`config.mk`:
```
export PLATFORM = sky130hd
export DESIGN_NAME = ex_flag_unit
export DESIGN_NICKNAME = d
export VERILOG_FILES = /design/src/rtl/ex_flag_unit.sv
export SDC_FILE = /design/constraint.sdc
export NUM_CORES = 1
export LEC_CHECK = 0
export BUFFER_PORTS_ARGS = -buffer_cell sky130_fd_sc_hd__buf_2
export CAP_MARGIN = 30
export CORE_AREA = 10 10 59 61
export DETAILED_ROUTE_END_ITERATION = 16
export DIE_AREA = 0 0 69 71
export PLACE_DENSITY = 0.73
export SYNTH_ARGS = -nofsm -noshare
export SYNTH_HDL_FRONTEND = slang
export SYNTH_SLANG_ARGS = --single-unit
```
`constraint.sdc`:
```
create_clock -name clk -period 1.3 [get_ports clk]
set_input_delay 0.065 -clock clk [delete_from_list [all_inputs] [get_ports clk]]
set_output_delay 0.065 -clock clk [all_outputs]
set_load 0.05 [all_outputs]
```
`src/rtl/ex_flag_unit.sv`:
```
// ----------------------------------------------------------------------------
// ex_flag_unit
//
// Execute-stage flag register and branch-condition unit. Sits directly after
// the adder (CLA_16b) and the ALU result mux.
//   - Latches the ALU result into the EX/MEM boundary register.
//   - Updates the architectural FLAG register {Z,V,N} for flag-writing opcodes.
//   - Evaluates the branch condition of a branch in EX against the flags that
//     were committed before this cycle.
// It accepts one instruction per cycle. The hazard unit drives stall and flush.
//
// Ports
//   clk          in   system clock, all state updates on the rising edge
//   rst          in   asynchronous, active-high reset
//   stall        in   hold all registers; no flag update
//   flush        in   kill the instruction in EX (wins over stall)
//   valid_in     in   EX holds a real instruction
//   opcode[3:0]  in   EX opcode
//   alu_result   in   ALU output (WIDTH bits)
//   alu_flag[2:0]in   adder flags: [2]=Z, [1]=V, [0]=N
//   cond[2:0]    in   branch condition field
//   take_branch  out  combinational: redirect the PC this cycle
//   flag_q[2:0]  out  committed FLAG register {Z,V,N}
//   result_q     out  registered result to MEM
//   valid_q      out  registered valid to MEM (the EMPTY/VALID state)
//   br_taken_q   out  registered take_branch, for MEM and debug
//
// Handshake: the unit has no backpressure of its own. An instruction presented
// with valid_in is consumed at the next rising edge unless stall is high.
// While stall is high every register holds, including flag_q. A flush kills
// the EX instruction regardless of stall: it commits no flags, it clears
// valid_q and br_taken_q, and it leaves result_q unchanged.
// ----------------------------------------------------------------------------
module ex_flag_unit #(
  parameter int WIDTH = 16
) (
  input  logic             clk,
  input  logic             rst,
  input  logic             stall,
  input  logic             flush,
  input  logic             valid_in,
  input  logic [3:0]       opcode,
  input  logic [WIDTH-1:0] alu_result,
  input  logic [2:0]       alu_flag,
  input  logic [2:0]       cond,
  output logic             take_branch,
  output logic [2:0]       flag_q,
  output logic [WIDTH-1:0] result_q,
  output logic             valid_q,
  output logic             br_taken_q
);

  // Opcode encodings
  localparam logic [3:0] OP_ADD = 4'b0000;
  localparam logic [3:0] OP_SUB = 4'b0001;
  localparam logic [3:0] OP_XOR = 4'b0011;
  localparam logic [3:0] OP_SLL = 4'b0100;
  localparam logic [3:0] OP_SRA = 4'b0101;
  localparam logic [3:0] OP_ROR = 4'b0110;
  localparam logic [3:0] OP_B   = 4'b1100;
  localparam logic [3:0] OP_BR  = 4'b1101;

  // Branch condition encodings
  localparam logic [2:0] CC_NE   = 3'b000;
  localparam logic [2:0] CC_EQ   = 3'b001;
  localparam logic [2:0] CC_GT   = 3'b010;
  localparam logic [2:0] CC_LT   = 3'b011;
  localparam logic [2:0] CC_GTE  = 3'b100;
  localparam logic [2:0] CC_LTE  = 3'b101;
  localparam logic [2:0] CC_OVFL = 3'b110;
  localparam logic [2:0] CC_AL   = 3'b111;

  // EX/MEM entry state. valid_q is a direct decode of this state.
  typedef enum logic {
    ST_EMPTY = 1'b0,
    ST_VALID = 1'b1
  } entry_state_e;

  entry_state_e state_q;
  entry_state_e state_d;

  logic [2:0]       flag_d;
  logic [WIDTH-1:0] result_d;
  logic             br_taken_d;

  logic commit;
  logic is_arith;
  logic is_zonly;
  logic is_branch;
  logic res_zero;
  logic cond_met;
  logic z_f;
  logic v_f;
  logic n_f;

  // --------------------------------------------------------------------------
  // Decode
  // --------------------------------------------------------------------------
  assign commit    = valid_in & ~stall & ~flush;
  assign is_arith  = (opcode == OP_ADD) | (opcode == OP_SUB);
  assign is_zonly  = (opcode == OP_XOR) | (opcode == OP_SLL) |
                     (opcode == OP_SRA) | (opcode == OP_ROR);
  assign is_branch = valid_in & ((opcode == OP_B) | (opcode == OP_BR));

  // Logic and shift ops derive Z from the whole result. The adder's flags
  // are not meaningful for them.
  assign res_zero = (alu_result == '0);

  // --------------------------------------------------------------------------
  // Branch condition, evaluated on the flags committed before this cycle.
  // There is no forwarding path. A flag writer in the previous cycle has
  // already updated flag_q at the edge that ended its EX cycle.
  // --------------------------------------------------------------------------
  assign z_f = flag_q[2];
  assign v_f = flag_q[1];
  assign n_f = flag_q[0];

  always_comb begin
    cond_met = 1'b0;
    unique case (cond)
      CC_NE:   cond_met = ~z_f;
      CC_EQ:   cond_met = z_f;
      CC_GT:   cond_met = ~z_f & ~n_f;
      CC_LT:   cond_met = n_f;
      CC_GTE:  cond_met = z_f | ~n_f;
      CC_LTE:  cond_met = z_f | n_f;
      CC_OVFL: cond_met = v_f;
      CC_AL:   cond_met = 1'b1;
      default: cond_met = 1'b0;
    endcase
  end

  // A stalled or flushed branch does not redirect. A stalled branch is
  // re-evaluated when the stall releases; flag_q cannot change meanwhile.
  assign take_branch = is_branch & cond_met & ~flush & ~stall;

  // --------------------------------------------------------------------------
  // Next-state: FLAG register
  // --------------------------------------------------------------------------
  always_comb begin
    flag_d = flag_q;
    if (commit) begin
      if (is_arith) begin
        flag_d = alu_flag;
      end else if (is_zonly) begin
        // Only Z is written. V and N keep their committed values.
        flag_d = {res_zero, flag_q[1:0]};
      end
    end
  end

  // --------------------------------------------------------------------------
  // Next-state: EX/MEM pipeline register and entry state
  // --------------------------------------------------------------------------
  always_comb begin
    state_d    = state_q;
    result_d   = result_q;
    br_taken_d = br_taken_q;
    if (flush) begin
      // A flush kills the entry but leaves result_q as it was.
      state_d    = ST_EMPTY;
      br_taken_d = 1'b0;
    end else if (!stall) begin
      state_d    = valid_in ? ST_VALID : ST_EMPTY;
      result_d   = alu_result;
      br_taken_d = take_branch;
    end
  end

  // --------------------------------------------------------------------------
  // State registers
  // --------------------------------------------------------------------------
  always_ff @(posedge clk or posedge rst) begin
    if (rst) begin
      state_q    <= ST_EMPTY;
      flag_q     <= 3'b000;
      result_q   <= '0;
      br_taken_q <= 1'b0;
    end else begin
      state_q    <= state_d;
      flag_q     <= flag_d;
      result_q   <= result_d;
      br_taken_q <= br_taken_d;
    end
  end

  assign valid_q = (state_q == ST_VALID);

endmodule

```
==> results of run 1 <==
-- kinds of logic (layout without fill, tap and decap cells) --
group	after synthesis	count (layout)	synth area share
and+or+nand+nor	20	20	0.113
buffers and inverters	4	68	0.0174
AOI/OAI and AO/OA	8	8	0.0590
DFF	21	21	0.563
muxes	20	20	0.239
xor gates and xnor gates	1	1	0.00939
-- worst register-to-register path: cells and delay by family, from the launching register on --
family / cells / cell delay, ns
compound gates: 3 / 0.46
flops: 1 / 0.43
simple gates: 1 / 0.26
-- layer usage --
| layer | wire length, um | vias to the layer above | GRT usage |
|---|---|---|---|
| li1 | - | 395 | - |
| met1 | 1000 | 392 | 0.0936 |
| met2 | 1470 | 21 | 0.190 |
| met3 | 99 | 2 | 0.0209 |
| met4 | 23 | 0 | 0.0470 |
| met5 | 0 | - | 0 |
-- what timing repair did --
| action | in CTS | in global routing |
|---|---|---|
| endpoints found under the setup margin | 2 | 3 |
| hold endpoints to repair | 26 | 0 |
| setup buffers | 1 | 0 |
| hold buffers | 5 | 0 |
| pin swaps | 2 | 3 |
| resized for setup | 6 | 3 |
-- final timing paths --
check                      cells past startpoint                startpoint  slack [ns]                       end
setup / recovery                               5     flag_q[2]$_DFFE_PP0P_       -0.30               take_branch
hold / removal                                 2             alu_result[4]        0.01   result_q[4]$_DFFE_PP0P_
setup reg to reg                               4     flag_q[2]$_DFFE_PP0P_        0.05    br_taken_q$_DFFE_PP0P_
hold reg to reg                                1  result_q[15]$_DFFE_PP0P_        0.52  result_q[15]$_DFFE_PP0P_
max in group asynchronous                      4                       rst        0.74     flag_q[2]$_DFFE_PP0P_
min in group asynchronous                      4                       rst        0.33  result_q[13]$_DFFE_PP0P_
-- final cells by class --
class	instances	area [um^2]	share of cell area
sequential	21	528	0.384
inverter	3	11.3	0.00818
tap	30	37.5	0.0273
clock inverter	1	5.00	0.00364
timing repair buffer	61	350	0.255
clock buffer	3	22.5	0.0164
multi-input combinational	49	422	0.306
-- power groups by stage --
stage                     Sequential, mW  Clock, mW  Combinational (mW)
final                              0.798      0.307               0.720
after global routing               0.811      0.339               0.754
after CTS                          0.800      0.320               0.723
after detailed placement           0.813          0               0.690
after global placement             0.805          0               0.683
after floorplan                     1.14          0               0.152
-- placed cells by master (no fill, tap or decap), types with 3 or more instances in the layout --
cell / count
dlygate4sd3_1: 5
nor4_1: 3
buf_2: 51
clkbuf_4: 3
buf_4: 4
inv_1: 3
mux2_2: 18
nand2_1: 7
dfrtp_1: 19
-- state kept, by name (all words and copies together), names as in the netlist --
register	count
br_taken_q	1
flag_q	3
result_q	16
valid_q	1
==> metrics.yaml, run 1 <==
timing.slew.headroom: 0.802
grt_max_degree: 22
finalCriticalPeriod_ns: 1.60
portBuffers: 52
start_util: 0.391
design_area_um2: 1380
synth_enable_flop_cells: 0
core_area_um2: 2390
crit_buf_inv: 1
overflow: 0
yosys-top-cells-area: "dfrtp_1 (56%), mux2_2 (22%), nand2_1 (2.8%)"
leakage_nw: 0.654
whs_ns: 0.0116
min_path_type: "input pin to register"
syn_avg_cell_area_um2: 12.6
drcViolationCount: 0
final_core_util: 0.577
fmax_ghz: 0.626
synth_cell_types: 22
fin_worst_skew_ns: 0.00166
antenna_found_initial: 0
layoutNonFillerInstCount: 168
finalHoldViolCount: 0
root_buffer: "clkbuf_4"
grt_use_total: 0.0973
cts_tree: "done"
vias_per_cell: 4.82
first_pass_iters: 4
min_period_over_period: 1.23
power.switching_mw: 0.740
die_h_um: 71
vias: 810
synth_flop_cell: "dfrtp_1"
cp-end-kind: "output pin"
worst_slew_pin_slew_ns: 0.296
crit_type: "register to output pin"
ant_nets: 0
grt_pass1_wl_um: 4010
post_drt_wl_per_cell_um: 15.5
worstPathMaxFanout: 3
cap_violations: 0
sw_frac_of_total: 0.405
power.density_nw_per_um2: 1330
fillers: 214
area_growth_pct: 47.5
ys_async_sr_fraction: 1.00
synth.top_cell.area_share: 0.563
insertion_delay_ns: 0.29
gp_congestion: 0.770
cts_buffer_depth: 2
cts_max_level: 1
arrival_ns: 1.53
yosys_warnings: 0
clockPowerShare: 0.168
p_comb_frac: 0.395
cts_buffers: 3
synth_top_area_cell: "dfrtp_1"
slew_viol_final: 0
dieArea_um2: 4900
dp_hpwl_um: 2050
die_w_um: 69
cpPeakStageDelay_ns: 0.43
cp_slowest_cell: "dfrtp_2"
critPathTopFamily: "flip-flops"
final_net_count: 170
wirelength_um: 2600
rsz0062_at_grt: "yes"
cp-start-kind: "register"
failed_checks: "negative setup slack"
yosys.cell_count.top_type: "dfrtp_1"
power_frac_seq: 0.437
crit_required_ns: 1.24
yosysSeqAreaShare: 0.563
syn-num-nets: 105
dpl_worst_slack_ns: -0.134
ir_drop_mv: 0.830
fin_ws_ns: -0.298
synth_area_um2: 933
synthCells: 74
ys_seq_elements: 21
path_cells: "or2_4 > a21oi_2 > o32a_1 > nor2_4 > buf_8"
diodes: 0
ios: 53
first_iter_violations: 19
grt_pass1_vias: 892
finalSetupViolCount: 1
status: "finished with violations"
synthTopCellsByCount: "dfrtp_1 (21), mux2_2 (18), nand2_1 (7)"
place_area_um2: 1260
clk_pin_slew_ns: 0.11
timing.setup.tns_ns: -0.298
finalPower_mw: 1.83
placed_cells: 158
cts_sinks: 21
num_rows: 18
final_layout_size_suffix_gt1_frac: 0.638
p_int_mw: 1.09
(Power assumes the default switching activity.)
==> run 2, diff against run 1 <==
--- a/config.mk
+++ b/config.mk
@@ -7,9 +7,10 @@
 export LEC_CHECK = 0
 export BUFFER_PORTS_ARGS = -buffer_cell sky130_fd_sc_hd__buf_2
 export CAP_MARGIN = 30
-export CORE_AREA = 10 10 59 61
+export CORE_AREA = 2 2 51 53
+export CTS_CLUSTER_SIZE = 20
 export DETAILED_ROUTE_END_ITERATION = 16
-export DIE_AREA = 0 0 69 71
+export DIE_AREA = 0 0 53 55
 export PLACE_DENSITY = 0.73
 export SYNTH_ARGS = -nofsm -noshare
 export SYNTH_HDL_FRONTEND = slang
==> run 2 against run 1 <==
Effect of this change: the flow still finishes with violations (negative setup slack); non-clock buffer count rose by 1; sequential power barely moved; maximum frequency rose by 2.3%; count of clock-buffer cells in the layout rose by 1; hold slack got worse by 0.0022 ns; final cell count rose by 0.60%; design area fell by 0.55%; first-iteration DRC count fell by 74%; global-route usage rose by 6.2 points; worst setup slack improved by 0.035 ns; utilization rose by 0.23 points; via count rose by 1.6%; critical endpoint unchanged; largest cell class unchanged.
==> metrics.yaml, run 2 (synthesis gave the netlist of run 1 again) <==
min_path_type: "input pin to register"
crit_required_ns: 1.24
layoutNonFillerInstCount: 169
die_h_um: 55
final_cell_mix: "buf_2 (51), dfrtp_1 (19), mux2_2 (18)"
cp-end-kind: "output pin"
core_area_um2: 2360
worstPathMaxFanout: 3
portBuffers: 52
first_pass_iters: 4
regMostFlops: "result_q"
overflow: 0
wirelength_um: 2200
grtUsageMet2: 0.288
grt_pass1_wl_um: 3330
grt_pass1_vias: 801
ant_nets: 0
clk_pin_slew_ns: 0.11
fmax_ghz: 0.640
ios: 53
insertion_delay_ns: 0.29
num_rows: 18
first_iter_violations: 5
finalCriticalPeriod_ns: 1.56
root_buffer: "clkbuf_4"
slew_viol_final: 0
cts_buffers: 3
cp_slowest_cell: "dfrtp_2"
vias: 823
r2r-start: "flag_q[2]$_DFFE_PP0P_"
cts_buffer_depth: 2
layout_commonest_cell: "buf_2"
endpoint: "take_branch"
path_cells: "or2_4 > a21oi_2 > o32a_1 > nor2_4 > buf_6"
gp_congestion: 0.699
drcViolationCount: 0
grt_use_total: 0.159
antenna_found_initial: 0
fillers: 211
ir_drop_mv: 0.967
rr_endpoint: "br_taken_q$_DFFE_PP0P_"
finalSetupViolCount: 1
diodes: 0
cap_violations: 0
finalHoldViolCount: 0
fin_worst_skew_ns: 0.000442
top_regs: "result_q: 16 flops, flag_q: 3 flops"
placed_cells: 159
startpoint: "flag_q[2]$_DFFE_PP0P_"
final_layout_size_suffix_gt1_frac: 0.626
post_drt_wl_per_cell_um: 13.0
power.density_nw_per_um2: 1340
timing.slew.headroom: 0.736
leakage_nw: 0.652
die_w_um: 53
grtUsageMet1: 0.178
worst_slew_pin_slew_ns: 0.396
area_growth_pct: 46.6
rsz0062_at_grt: "yes"
crit_type: "register to output pin"
min_period_over_period: 1.20
cpPeakStageDelay_ns: 0.43
vias_per_cell: 4.87
largest_reg_flops: 16
dieArea_um2: 2920
rrSetupSlack_ns: 0.07
cts_sinks: 21
dpl_worst_slack_ns: -0.0763
failed_checks: "negative setup slack"
final_net_count: 171
fin_ws_ns: -0.263
start_util: 0.395
arrival_ns: 1.50
grt_max_degree: 18
cp-start-kind: "register"
top_usage_layer: "met2"
grt_use_met3: 0.0591
rr_worst_depth: 4
cts_max_level: 1
status: "finished with violations"
cts_tree: "done"
## run 2: power breakdown
| group | internal, mW | switching (mW) | total, mW |
|---|---|---|---|
| Sequential | 0.748 | 0.0538 | 0.801 |
| Combinational | 0.235 | 0.492 | 0.727 |
| Clock | 0.119 | 0.182 | 0.301 |
## run 2: area by class of cell
| cell class | count | area, um^2 | share of cell area |
|---|---|---|---|
| flip-flops and latches | 21 | 528 | 0.386 |
| multi-input cells | 49 | 412 | 0.301 |
| repair buffers | 62 | 354 | 0.259 |
| well taps | 30 | 37.5 | 0.0274 |
| clock buffers | 4 | 26.3 | 0.0192 |
| inverters | 3 | 11.3 | 0.00823 |
## run 2: worst min path at each step
| stage | start | end | slack (ns) | depth (start not counted) |
|---|---|---|---|---|
| CTS | alu_flag[0] | flag_q[0]$_DFFE_PP0P_ | 0.004 | 2 |
| global route | alu_result[1] | result_q[1]$_DFFE_PP0P_ | 0.0004 | 2 |
| global placement | rst | result_q[1]$_DFFE_PP0P_ | 0.07 | 2 |
| finish | alu_flag[1] | flag_q[1]$_DFFE_PP0P_ | 0.009 | 2 |
| floorplan | rst | br_taken_q$_DFFE_PP0P_ | 0.04 | 1 |
| detailed placement | rst | result_q[1]$_DFFE_PP0P_ | 0.07 | 2 |
## run 2: repair_timing
action	4_1_cts	5_1_grt
buffers inserted	1	0
hold buffers	2	3
endpoints found under the hold margin	12	3
endpoints found under the setup margin	2	2
pin swaps	1	1
gates resized for setup	7	0
## run 2: critical path: cells and delay by family (launching register included)
family	cells	cell delay (ns)
AND/OR/NAND/NOR	2	0.29
flip-flops	1	0.43
buffers and inverters	1	0.14
AO/OA/AOI/OAI	2	0.34
## run 2: through the flow
step / power, mW / TNS, ns / utilization / cell area [um^2] / hold slack [ns]
after global routing: 1.93 / -0.340 / 0.579 / 1370 / 0.000425
after global placement: 1.49 / -0.0367 / 0.535 / 1270 / 0.0715
after detailed placement: 1.51 / -0.0853 / 0.535 / 1270 / 0.0707
after floorplan: 1.30 / -0.246 / - / 943 / 0.0414
after CTS: 1.84 / -0.280 / 0.566 / 1340 / 0.00358
final: 1.83 / -0.263 / 0.579 / 1370 / 0.00939
## run 2: metal layers
layer  vias up  share of wire  wire length (um)
met2        32           0.50              1110
met4         0         0.0054                12
met3         2          0.087               191
li1        401              -                 -
met5         -              0                 0
met1       388           0.40               889
==> run 3, diff against run 2 <==
==> constraint.sdc (replaced) <==
create_clock -name clk -period 1.6 [get_ports clk]
set_input_delay 0.08 -clock clk [delete_from_list [all_inputs] [get_ports clk]]
set_output_delay 0.08 -clock clk [all_outputs]
set_load 0.05 [all_outputs]
==> run 3 against run 2 <==
Effect of this change: the flow now finishes without violations; total power down 19%; clock skew rose by 0.0080 ns; hold slack improved by 0.0066 ns; register-to-register slack improved by 0.29 ns; non-clock buffer count increased by 2; worst setup slack gained 0.28 ns; combinational power decreased by 21%; first-iteration DRC count rose by 120%; sequential cell count did not move; count of clock-buffer cells in the layout fell by 1; utilization grew 0.79 points; critical path depth stayed put; critical path type unchanged; critical endpoint unchanged; largest cell class unchanged; largest power group unchanged.
==> metrics.yaml, run 3 (synthesis gave the netlist of run 1 again) <==
rsz0062_at_grt: "yes"
start_util: 0.395
power.density_nw_per_um2: 1060
min_period_over_period: 0.989
cts_buffer_depth: 2
fin_ws_ns: 0.0183
final_cell_mix: "buf_2 (51), dfrtp_1 (20), mux2_2 (18)"
final_net_count: 173
drcViolationCount: 0
status: "completed"
grtUsageMet2: 0.235
finalSetupViolCount: 0
crit_type: "register to output pin"
placed_cells: 157
min_path_type: "input pin to register"
grt_pass1_vias: 740
gp_congestion: 0.673
diodes: 0
design_area_um2: 1390
cts_sinks: 21
vias_per_cell: 4.74
ios: 53
area_growth_pct: 48.7
dp_hpwl_um: 1650
die_w_um: 53
fmax_ghz: 0.632
first_iter_violations: 11
cp-start-kind: "register"
crit_required_ns: 1.52
layoutNonFillerInstCount: 171
top_regs: "result_q: 16 flops, flag_q: 3 flops"
slew_viol_final: 0
clk_pin_slew_ns: 0.12
root_buffer: "clkbuf_4"
grt_max_degree: 18
cts_buffers: 3
cts_max_level: 1
timing.slew.headroom: 0.744
cts_tree: "done"
core_area_um2: 2360
cap_violations: 0
worst_slew_pin_slew_ns: 0.384
dpl_worst_slack_ns: 0.204
vias: 810
largest_reg_flops: 16
grt_pass1_wl_um: 3110
die_h_um: 55
dieArea_um2: 2920
arrival_ns: 1.50
fin_worst_skew_ns: 0.00846
finalHoldViolCount: 0
insertion_delay_ns: 0.30
place_area_um2: 1250
leakage_nw: 0.662
top_usage_layer: "met2"
num_rows: 18
finalCriticalPeriod_ns: 1.58
layout_commonest_cell: "buf_2"
portBuffers: 52
cp-end-kind: "output pin"
grt_use_total: 0.150
worstPathMaxFanout: 3
ant_nets: 0
regMostFlops: "result_q"
ir_drop_mv: 0.854
post_drt_wl_per_cell_um: 12.0
grtUsageMet1: 0.181
wirelength_um: 2050
grt_use_met3: 0.0565
final_layout_size_suffix_gt1_frac: 0.589
overflow: 0
first_pass_iters: 5
antenna_found_initial: 0
==> run 3: cell count changes in the layout (fill, tap and decap cells not counted), sizes merged <==
cell	previous run	this run
clkinv	0	1
dlygate4sd3	5	9
clkbuf	4	3
buf	57	55
==> run 3: worst paths after layout <==
path | from | to | slack, ns | cells after the start
setup / recovery | flag_q[2]$_DFFE_PP0P_ | take_branch | 0.02 | 5
hold / removal | alu_result[12] | result_q[12]$_DFFE_PP0P_ | 0.02 | 2
setup reg to reg | flag_q[2]$_DFFE_PP0P_ | br_taken_q$_DFFE_PP0P_ | 0.36 | 4
hold reg to reg | result_q[8]$_DFFE_PP0P_ | result_q[8]$_DFFE_PP0P_ | 0.51 | 1
max in group asynchronous | rst | flag_q[2]$_DFFE_PP0P_ | 0.80 | 4
min in group asynchronous | rst | result_q[3]$_DFFE_PP0P_ | 0.29 | 3
==> run 3: metal layers <==
layer | wire length, um | vias to the layer above | share of wire
li1 | - | 406 | -
met1 | 810 | 366 | 0.39
met2 | 997 | 34 | 0.49
met3 | 222 | 4 | 0.11
met4 | 22 | 0 | 0.011
met5 | 0 | - | 0
==> run 3: final cells by class <==
type,count,area [um^2]
multi-input cells,49,405
clock buffers,3,22.5
inverters,3,11.3
fillers,222,977
well taps,30,37.5
clock inverters,1,5.00
flip-flops and latches,21,527
repair buffers,64,379
==> run 3: critical path: stages (launching register included) <==
cell and delay, ns:
dfrtp_2 0.43, or2_4 0.24, o22ai_1 0.11, o32a_1 0.24, nor2_4 0.04, buf_6 0.15
==> run 3: power by group <==
| part | total [mW] | switching (mW) | leakage (nW) | internal, mW |
|---|---|---|---|---|
| clock | 0.253 | 0.159 | 0.0177 | 0.0932 |
| combinational | 0.574 | 0.390 | 0.392 | 0.184 |
| sequential | 0.646 | 0.0397 | 0.252 | 0.606 |
==> run 3: metrics by stage <==
step | hold slack (ns) | util | setup TNS, ns | total power, mW
after global placement | 0.0829 | 0.529 | 0 | 1.20
after global routing | 0.00109 | 0.587 | -0.0561 | 1.56
after detailed placement | 0.0813 | 0.529 | 0 | 1.20
after floorplan | 0.0565 | - | 0 | 1.05
after CTS | 0.00286 | 0.561 | 0 | 1.48
final | 0.0160 | 0.587 | 0 | 1.47
==> run 3: what timing repair did <==
action | 4_1_cts | 5_1_grt
setup buffers | 1 | 0
pin swaps | 3 | 0
hold buffers | 3 | 6
hold endpoints to repair | 12 | 6
endpoints found under the setup margin | 1 | 1
gates resized for setup | 5 | 0
